### config.mk
export PLATFORM = sky130hd
export DESIGN_NAME = univ_shift_reg
export DESIGN_NICKNAME = d
export VERILOG_FILES = /design/src/rtl/usk_pkg.sv /design/src/rtl/usr_next_val.sv /design/src/rtl/univ_shift_reg.sv
export SDC_FILE = /design/constraint.sdc
export NUM_CORES = 1
export LEC_CHECK = 0
export CORE_UTILIZATION = 49
export DETAILED_ROUTE_END_ITERATION = 16
export MAX_ROUTING_LAYER = met4
export PLACE_DENSITY_LB_ADDON = 0.3
export SYNTH_ARGS = -nofsm -noshare
export SYNTH_HDL_FRONTEND = slang
export SYNTH_SLANG_ARGS = --single-unit
export TNS_END_PERCENT = 50
### constraint.sdc
create_clock -name clk -period 3.3 [get_ports clk]
set_input_delay 0.99 -clock clk [delete_from_list [all_inputs] [get_ports clk]]
set_output_delay 0.99 -clock clk [all_outputs]
set_load 0.02 [all_outputs]
### src/rtl/usk_pkg.sv
// Shared encodings for the universal shift register: direct-op mode codes
// and the multi-shift sequencer state encoding.
package usk_pkg;

   // Direct-op select codes (also used as the latched multi-shift direction)
   localparam logic [1:0] MODE_HOLD = 2'b00;
   localparam logic [1:0] MODE_SHL  = 2'b01;
   localparam logic [1:0] MODE_SHR  = 2'b10;
   localparam logic [1:0] MODE_LOAD = 2'b11;

   // Multi-shift sequencer states
   typedef enum logic [1:0] {
      ST_IDLE = 2'd0,
      ST_RUN  = 2'd1,
      ST_DONE = 2'd2
   } state_t;

endpackage

### src/rtl/usr_next_val.sv
// Combinational next-value mux for the shift register. The same mux serves
// direct ops and sequencer steps; the top decides which op/rot reach it.
module usr_next_val
   import usk_pkg::*;
#(
   parameter int WIDTH = 8
) (
   input  logic [WIDTH-1:0] i_q,
   input  logic [1:0]       i_op,
   input  logic             i_rot,
   input  logic             i_ser_l,
   input  logic             i_ser_r,
   input  logic [WIDTH-1:0] i_par_in,
   output logic [WIDTH-1:0] o_q_next
);

   // Select hold / shift left / shift right / load; rotation recirculates the
   // bit falling off the far end instead of taking the serial fill bit.
   always_comb begin
      o_q_next = i_q;
      case (i_op)
         MODE_SHL:  o_q_next = {i_q[WIDTH-2:0], (i_rot ? i_q[WIDTH-1] : i_ser_r)};
         MODE_SHR:  o_q_next = {(i_rot ? i_q[0] : i_ser_l), i_q[WIDTH-1:1]};
         MODE_LOAD: o_q_next = i_par_in;
         default:   o_q_next = i_q;
      endcase
   end

endmodule

### src/rtl/univ_shift_reg.sv
// Universal shift register with a multi-shift sequencer.
// Handshake: a multi-shift is requested by holding start high with mode SHL
// or SHR while busy is low; it is taken at that clock edge. busy stays high
// until the sequence finishes and done pulses for the last busy cycle. While
// busy is high every control input (mode, start, par_in) is ignored; the
// serial fill inputs are still sampled live on each sequencer step.
module univ_shift_reg
   import usk_pkg::*;
#(
   parameter int WIDTH = 8,
   parameter int CNT_W = $clog2(WIDTH + 1)
) (
   input  logic             clk,
   input  logic             rst_n,
   input  logic [1:0]       mode,
   input  logic             rot,
   input  logic             ser_l,
   input  logic             ser_r,
   input  logic [WIDTH-1:0] par_in,
   input  logic             start,
   input  logic [CNT_W-1:0] amount,
   output logic [WIDTH-1:0] q,
   output logic             ser_out_l,
   output logic             ser_out_r,
   output logic             busy,
   output logic             done,
   output logic [1:0]       dbg_state
);

   state_t           r_state;
   state_t           w_state_next;
   logic [CNT_W-1:0] r_cnt;
   logic [1:0]       r_dir;
   logic             r_rot;
   logic [WIDTH-1:0] r_q;
   logic [WIDTH-1:0] w_q_next;
   logic [1:0]       w_op;
   logic             w_rot;
   logic             w_accept;

   // A multi-shift is only taken from IDLE and only for a shifting mode;
   // start with HOLD or LOAD falls through to the direct op.
   assign w_accept = (r_state == ST_IDLE) && start &&
                     ((mode == MODE_SHL) || (mode == MODE_SHR));

   // Route either the live direct-op controls or the latched sequencer
   // controls into the shared mux; the acceptance edge and DONE hold q.
   always_comb begin
      w_op  = MODE_HOLD;
      w_rot = rot;
      case (r_state)
         ST_IDLE: begin
            if (!w_accept) begin
               w_op  = mode;
               w_rot = rot;
            end
         end
         ST_RUN: begin
            w_op  = r_dir;
            w_rot = r_rot;
         end
         default: begin
            w_op  = MODE_HOLD;
            w_rot = rot;
         end
      endcase
   end

   usr_next_val #(
      .WIDTH (WIDTH)
   ) u_next_val (
      .i_q      (r_q),
      .i_op     (w_op),
      .i_rot    (w_rot),
      .i_ser_l  (ser_l),
      .i_ser_r  (ser_r),
      .i_par_in (par_in),
      .o_q_next (w_q_next)
   );

   // Sequencer next state: zero-length requests go straight to DONE; RUN
   // leaves once the final step (count of one) is being applied.
   always_comb begin
      w_state_next = r_state;
      case (r_state)
         ST_IDLE: begin
            if (w_accept) begin
               w_state_next = (amount == '0) ? ST_DONE : ST_RUN;
            end
         end
         ST_RUN: begin
            if (r_cnt == CNT_W'(1)) begin
               w_state_next = ST_DONE;
            end
         end
         ST_DONE: w_state_next = ST_IDLE;
         default: w_state_next = ST_IDLE;
      endcase
   end

   // State register; reset aborts any sequence in flight without a done.
   always_ff @(posedge clk or negedge rst_n) begin
      if (!rst_n) begin
         r_state <= ST_IDLE;
      end else begin
         r_state <= w_state_next;
      end
   end

   // Step counter and latched direction/rotate captured on acceptance.
   always_ff @(posedge clk or negedge rst_n) begin
      if (!rst_n) begin
         r_cnt <= '0;
         r_dir <= MODE_HOLD;
         r_rot <= 1'b0;
      end else if (w_accept) begin
         r_cnt <= amount;
         r_dir <= mode;
         r_rot <= rot;
      end else if (r_state == ST_RUN) begin
         r_cnt <= r_cnt - CNT_W'(1);
      end
   end

   // Data register; the mux already folds in hold for idle-accept and DONE.
   always_ff @(posedge clk or negedge rst_n) begin
      if (!rst_n) begin
         r_q <= '0;
      end else begin
         r_q <= w_q_next;
      end
   end

   assign q         = r_q;
   assign ser_out_l = r_q[WIDTH-1];
   assign ser_out_r = r_q[0];
   assign busy      = (r_state != ST_IDLE);
   assign done      = (r_state == ST_DONE);
   assign dbg_state = r_state;

endmodule
# == Yosys cells after proc, flatten, opt, wreduce, memory -nomap -nowiden ==
# Index checks and enable logic that the tools add are counted.
# classes
n_addsub,1
mul,0
n_div,0
n_lt_le_gt_ge,0
eq_ne,10
n_shift,0
mux,12
n_bitwise,0
n_reduce_logical,9
# ops
op,n
$pmux W8 S3,1
$eq A2 B2 Y1 const B,4
$mux W2,4
$mux W4,2
$pmux W2 S2,2
$eq A2 B1 Y1 const B,3
$eq A4 B1 Y1 const B,1
$logic_not A4 Y1,1
$ne A2 B2 Y1 const B,2
$reduce_bool A2 Y1,2
$sub A4 B1 Y4 const B,1
$mux W1,3
$reduce_bool A3 Y1,1
$logic_and A1 B1 Y1,2
$logic_not A2 Y1,1
$reduce_and A2 Y1,1
$logic_or A1 B1 Y1,1
# word_totals
ff_bits,17
latchBits,0
mem_bits_rw,0
rom_bits,0
mem_count,0

# == Depth between registers and ports, before layout ==
# Gate-level depths: netlist of run 1.
# depth
depth_word,7
ltp_mapped,8
depth_no_buf,6

# == Modules after synthesis ==
# Synthesis of run 1 repeated with hierarchy kept, for this count alone.
# unflattened
hier_cells,85
hier_area_um2,1007.2
# by_module_without_submodules
module,n_inst,cells_per_inst,area_per_inst_um2,seq_area_each_um2
univ_shift_reg,1,73,794.5,425.4
usr_next_val,1,12,212.7,0.0

# == Worst setup path after synthesis of run 1 ==
# Ideal clock, no wire load.
# synth_timing
path_kind,input -> register
start,input mode[1]
end,register r_q[3] (netlist: q[3])
setup_ns,0.127
arrival_time_ns,2.004
t_required_ns,3.173
path_slack_ns,1.170
path_stages,5
cell_sequence,nand2b_1 -> a32oi_2 -> mux2_2 -> nand2_1 -> o21ai_0
# synth_between
elab_chain_len,7
word_cells_on_any_way,11
cone_classes,5 x eq/ne; 3 x mux; 3 x reduce/logical
# synth_lines
element,line_no,rtl
"start, declared",univ_shift_reg.sv:15,"input logic [1:0] mode,"
$eq A2 B1 Y1 / $eq A2 B2 Y1 (equally long branches),univ_shift_reg.sv:44,((mode == MODE_SHL) || (mode == MODE_SHR));
$logic_or A1 B1 Y1,univ_shift_reg.sv:44,
$logic_and A1 B1 Y1,univ_shift_reg.sv:43,assign w_accept = (r_state == ST_IDLE) && start &&
$mux W2 (*),univ_shift_reg.sv:53,if (!w_accept) begin
$pmux W2 S2 (*),univ_shift_reg.sv:51,case (r_state)
$eq A2 B2 Y1 / $eq A2 B1 Y1 (equally long branches),usr_next_val.sv:21,case (i_op)
$pmux W8 S3 / $reduce_bool A3 Y1 (equally long branches),n/a,
"end signal, assigned",univ_shift_reg.sv:130,r_q <= w_q_next;
"end, declared",univ_shift_reg.sv:35,logic [WIDTH-1:0] r_q;
# Mark *: on every way between the ends. The rest lies on a longest branch, timed or not.
# A chain may end at the register's enable or synchronous reset.

# == Final worst setup path of run 1 ==
# layout_timing
start,register r_state[0] (netlist: dbg_state[0])
end,output busy
# layout_between
elab_chain_len,1
# layout_lines
element,line_no,rtl
"start, declared",univ_shift_reg.sv:30,state_t r_state;
"start signal, assigned",univ_shift_reg.sv:106,r_state <= w_state_next;
$reduce_bool A2 Y1,univ_shift_reg.sv:137,assign busy = (r_state != ST_IDLE);
"end, declared",univ_shift_reg.sv:25,"output logic busy,"
# No other way between the ends.

==> results of run 1 <==
-- state kept, by name, indices dropped and copies added, names as in the netlist --
name / flops
q: 8
r_cnt: 4
r_dir: 2
r_rot: 1
dbg_state: 2
-- kinds of logic (layout without fill, tap and decap cells) --
logic type               Yosys count  count (layout)  synth area share, %
adder cells (fa/ha/maj)            2               2                 2.27
AND/OR/NAND/NOR                   36              36                 16.8
AO/OA/AOI/OAI                     24              24                 15.3
buffers and inverters             13              43                 7.37
multiplexers                      17              17                 17.3
XOR/XNOR                           3               3                 2.38
flip-flops                        17              17                 38.5
-- worst reg2reg max path, cell delays in order, from the launching register on --
cell	delay, ps
dfrtp_1	620
nor2_4	110
a32oi_2	460
mux2_2	390
nand2_1	60
o21ai_0	80
-- where the power goes --
part | internal, mW | switching (mW)
sequential | 0.306 | 0.116
combinational | 0.415 | 0.387
clock | 0.0471 | 0.0667
total | 0.768 | 0.570
-- stage by stage --
stage	hold slack, ps	util, %
floorplan	499	-
global placement	529	69.2
detailed placement	548	69.2
CTS	569	70.5
global route	601	70.5
finish	561	70.5
-- routing by layer --
metal | global-route usage, % | share of wire, % | vias to the layer above
met2 | 37.4 | 51 | 39
met3 | 2.78 | 4.5 | 4
met5 | - | 0 | -
li1 | - | - | 452
met4 | 8.57 | 1.6 | 0
met1 | 24.9 | 43 | 437
-- cells in the mapped netlist, types with 3 or more instances --
| library cell | number | share of area (%) |
|---|---|---|
| mux2i_1 | 9 | 8.2 |
| o21ai_1 | 4 | 1.8 |
| nand2_1 | 11 | 3.7 |
| mux2_2 | 7 | 7.1 |
| inv_1 | 5 | 1.7 |
| dfrtp_1 | 17 | 39 |
| nor2_1 | 9 | 3.1 |
| nor2b_1 | 3 | 1.7 |
| o21ai_0 | 4 | 1.8 |
| nand3_1 | 4 | 1.8 |
| buf_4 | 4 | 2.7 |
| a21oi_1 | 5 | 2.3 |
-- cell type report --
type	count	area (sq um)
Clock buffer	4	26.3
Timing Repair Buffer	34	338
Inverter	5	18.8
Tap cell	27	33.8
Sequential cell	17	425
Multi-Input combinational cell	82	597
Fill cell	181	603
-- worst min-delay path by stage --
stage / end / cells after the start
floorplan: r_cnt[1] / 2
global placement: r_dir[1] / 2
detailed placement: r_dir[1] / 2
CTS: r_dir[1] / 2
global route: r_rot / 1
finish: r_dir[1] / 2
==> qor.yml, run 1 <==
critical_path:
  worstPathArrival_ps: 1680
  cp_max_fo: 11
  critPathLaunch: "dbg_state[0]"
  path_cells: "nor2_4, inv_1, clkdlybuf4s50_1"
  reg2reg_to: "q[3]"
  required_ps: 2310
  path_buf_inv: 2
  crit_end: "busy"
  max_stage_delay_ps: 620
  cp_top_family: "buffers and inverters"
  crit-reg2reg-launch: "dbg_state[0]"
  start_kind: "flip-flop"
  endpoint_kind: "output pin"
  cp_num_cells: 3
  critPathKind: "flip-flop to output pin"
  rr_worst_depth: 5
  critPathSlowestCell: "dfrtp_1"
  reg2reg_setup_slack_ps: 1470
synth:
  async_reset_ff_share_pct: 100
  yosys_most_used_dff: "dfrtp_1"
  ys_seq_elements: 17
  syn-cell-area_sq_um: 1100
  syn_inst: 112
  avgSynthCellArea_sq_um: 9.85
  yosysSeqAreaShare_pct: 38.5
  synth_edf_count: 0
  synth.net_count: 134
  ys_warn_count: 0
  synth.distinct_cells: 34
timing:
  report.final.slew_viol_count: 0
  final.setup_skew_ps: 1.14
  fin_crit_sh_pct: 80.8
  rsz0062_at_grt: "no"
  setup_viol: 0
  worstMarginPinSlew_ps: 754
  fmax_mhz: 375
  final-hold-violation-count: 0
  relSlewSlack_pct: 49.6
  final.setup.tns_ps: 0
  period_minus_slack_ps: 2670
  layout_setup_ws_ps: 633
clock_network:
  cts-root-buf: "clkbuf_4"
  numCtsBuffers: 3
  worstSkewPairLatency_ps: 290
  ctsResizeCount: 0
  cts_setup_buffers: 0
  clock_sinks: 17
  cts_buffer_depth: 2
  ctsHoldBuffers: 0
  htreeDepth: 1
  cts_tree: "done"
  cts.clk_slew.worst_paths_ps: 100
grt:
  grt_max_degree: 18
  gr-total-overflow: 0
  grt_pass1_vias: 894
  grt_pass1_wl_um: 3910
  grt_use_total_pct: 21.4
  antenna_found_initial: 0
final_layout:
  fin_area_sq_um: 1440
  synthToLayoutAreaGrowth_pct: 30.4
  layout_common_cells: "clkdlybuf4s50_1 (33), dfrtp_1 (17), nand2_1 (11)"
  antennaDiodeCount: 0
  final_cell_count_no_fill: 169
  drive_gt1_share_pct: 12.0
  layout_commonest_cell: "clkdlybuf4s50_1"
  final_net_count: 165
floorplan:
  core.rowCount: 16
  die_height_um: 49.5
  die_w_um: 49.5
  die-area_sq_um: 2450
  io_pins: 34
  start_util_pct: 54.0
  coreArea_sq_um: 2040
route:
  routed_wl_um: 2190
  drt_iter0_drc: 22
  num_vias: 932
  drc: 0
  ant_nets: 0
  wl_per_cell_um: 12.9
  dr.pass1.iters: 4
  viasPerCell: 5.51
placement:
  place_area_sq_um: 1410
  place_ws_ps: 482
  dpl.cell_count: 165
  place_congestion: 0.745
  io_buffers: 33
  hpwl_um: 1670
flow_run:
  cap_viol_max_count: 0
power_and_ir_drop:
  power.total_mw: 1.34
  p_leak_nw: 0.588
  ir_drop_uv: 558
  power_density_nw_per_um2: 930
status:
  status: "finished clean"
min_path:
  hold_start: "r_dir[1]"
  hold_class: "flip-flop to flip-flop"
Note: power is estimated with default switching activity, not from simulation.
==> run 2: changes to the inputs <==
--- a/config.mk
+++ b/config.mk
@@ -5,7 +5,7 @@
 export SDC_FILE = /design/constraint.sdc
 export NUM_CORES = 1
 export LEC_CHECK = 0
-export CORE_UTILIZATION = 49
+export CORE_UTILIZATION = 46
 export DETAILED_ROUTE_END_ITERATION = 16
 export MAX_ROUTING_LAYER = met4
 export PLACE_DENSITY_LB_ADDON = 0.3
==> constraint.sdc (replaced) <==
create_clock -name clk -period 2.65 [get_ports clk]
set_input_delay 0.795 -clock clk [delete_from_list [all_inputs] [get_ports clk]]
set_output_delay 0.795 -clock clk [all_outputs]
set_load 0.02 [all_outputs]
==> run 2 against run 1 <==
  * Final area is 2.2% higher
  * Critical path depth unchanged
  * First-iteration DRC count is 9.1% higher
  * Clock skew about the same
  * Count of clock-buffer cells in the layout unchanged
  * Combinational power rose by 27%
  * Worst hold slack got worse by 5.5 ps
  * Sequential power rose by 25%
  * Critical path type unchanged
  * Largest cell class unchanged
==> qor.yml, run 2 (synthesis gave the netlist of run 1 again) <==
route:
  dr.pass1.iters: 4  # unchanged
  drc: 0  # unchanged
  routed_wl_um: 2330  # was 2190 um
  wl_per_cell_um: 13.4  # was 12.9 um
  drt_iter0_drc: 24  # was 22
  ant_nets: 0  # unchanged
  viasPerCell: 5.37  # was 5.51
  num_vias: 934  # was 932
final_layout:
  final_util_pct: 65.8  # was 70.5%
  ff_latch_area_sq_um: 425  # unchanged
  layout_commonest_cell: "clkdlybuf4s50_1"  # unchanged
  largest_reg_flops: 8  # unchanged
  drive_gt1_share_pct: 14.4  # was 12.0%
  multi_input_area_sq_um: 597  # unchanged
  layout_common_cells: "clkdlybuf4s50_1 (33), dfrtp_1 (17), nand2_1 (11)"  # unchanged
  antennaDiodeCount: 0  # unchanged
  nFillCells: 196  # was 181
  synthToLayoutAreaGrowth_pct: 33.2  # was 30.4%
  final_net_count: 169  # was 165
timing:
  worstMarginPinSlew_ps: 427  # was 754 ps
  final-hold-violation-count: 0  # unchanged
  fmax_mhz: 404
  rsz0062_at_grt: "no"  # unchanged
  relSlewSlack_pct: 71.3  # was 49.6%
  final.setup_skew_ps: 0.843  # was 1.14 ps
  whs_ps: 556  # was 561 ps
  period_minus_slack_ps: 2480
  fin_crit_sh_pct: 93.5
  final.setup.tns_ps: 0  # unchanged
  setup_viol: 0  # unchanged
  report.final.slew_viol_count: 0  # unchanged
placement:
  io_buffers: 33  # unchanged
  place_congestion: 0.772  # was 0.745
  hpwl_um: 1770  # was 1670 um
critical_path:
  worstPathArrival_ps: 1680  # about the same
  crit_end: "busy"  # unchanged
  critPathKind: "flip-flop to output pin"  # unchanged
  critPathLaunch: "dbg_state[0]"  # unchanged
  start_kind: "flip-flop"  # unchanged
  reg2reg_to: "q[6]"  # was q[3]
  max_stage_delay_ps: 620  # about the same
  crit-reg2reg-launch: "dbg_state[0]"  # unchanged
  reg2reg_setup_slack_ps: 910  # was 1470 ps
  endpoint_kind: "output pin"  # unchanged
  rr_worst_depth: 6  # was 5
  critPathSlowestCell: "dfrtp_1"  # unchanged
  cp_max_fo: 11  # unchanged
  required_ps: 1860  # was 2310 ps
  path_cells: "nor2_4, inv_1, clkdlybuf4s50_1"  # unchanged
clock_network:
  cts_tree: "done"  # unchanged
  cts_buffer_depth: 2  # unchanged
  cts_setup_buffers: 0  # unchanged
  cts.clk_slew.worst_paths_ps: 100  # about the same
  worstSkewPairLatency_ps: 290  # about the same
  clock_sinks: 17  # unchanged
  cts-root-buf: "clkbuf_4"  # unchanged
  numCtsBuffers: 3  # unchanged
  htreeDepth: 1  # unchanged
  ctsResizeCount: 0  # unchanged
  ctsHoldBuffers: 0  # unchanged
floorplan:
  io_pins: 34  # unchanged
  coreArea_sq_um: 2230  # was 2040 sq um
  die_w_um: 51.0  # was 49.5 um
  die-area_sq_um: 2600  # was 2450 sq um
  core.rowCount: 17  # was 16
  start_util_pct: 49.4  # was 54.0%
  die_height_um: 51.0  # was 49.5 um
min_path:
  hold_class: "flip-flop to flip-flop"  # unchanged
  hold_start: "r_cnt[1]"  # was r_dir[1]
grt:
  grt_pass1_wl_um: 3910  # about the same
  antenna_found_initial: 0  # unchanged
  grt_use_total_pct: 21.2  # was 21.4%
  grt_pass1_vias: 891  # was 894
  grt_max_degree: 18  # unchanged
  gr-total-overflow: 0  # unchanged
power_and_ir_drop:
  power_density_nw_per_um2: 1150  # was 930 nW/um^2
  p_leak_nw: 0.608  # was 0.588 nW
  ir_drop_uv: 714  # was 558 uV
status:
  status: "finished clean"  # unchanged
flow_run:
  cap_viol_max_count: 0  # unchanged
==> run 2: changes by cell type in the layout (fill, tap and decap cells not counted), sizes merged <==
| cell | delta |
|---|---|
| buf | +4 |
==> run 2: worst min path at each step <==
stage | to | slack, ps | cells past startpoint
final | r_cnt[1] | 560 | 2
after global routing | r_cnt[1] | 590 | 2
after global placement | r_cnt[1] | 530 | 2
after detailed placement | r_dir[1] | 530 | 2
after floorplan | dbg_state[0] | 500 | 0
after CTS | r_dir[1] | 560 | 2
==> run 2: layout make-up <==
class	instances	area share, %
multi-input cells	82	40.6
inverters	5	1.28
clock buffers	4	1.79
flip-flops and latches	17	28.9
repair buffers	38	25.0
well taps	28	2.38
==> run 2: layer usage <==
metal	wire, um	part of all wire (%)	up-vias	track usage, %
met3	110	4.7	4	3.57
met2	1180	50	31	35.1
met1	1030	44	432	25.2
met4	15	0.64	0	9.72
li1	-	-	467	-
met5	0	0	-	-
==> run 2: through the flow <==
stage	worst slack [ps]	instances	instance area, sq um	power [mW]
floorplan	715	112	1100	1.26
global placement	192	170	1440	1.53
detailed placement	116	170	1440	1.56
CTS	151	174	1470	1.71
global route	52.8	174	1470	1.83
finish	172	174	1470	1.69
==> run 2: worst max-delay path, delay by kind of cell (launching register included) <==
family | cells | cell delay (ps)
buffers and inverters | 2 | 660
and+or+nand+nor | 1 | 120
DFF | 1 | 620
==> run 2: where the power goes <==
| group | switching (mW) | total (mW) | internal (mW) |
|---|---|---|---|
| sequential | 0.147 | 0.528 | 0.382 |
| clock | 0.0806 | 0.139 | 0.0585 |
| combinational | 0.489 | 1.02 | 0.535 |
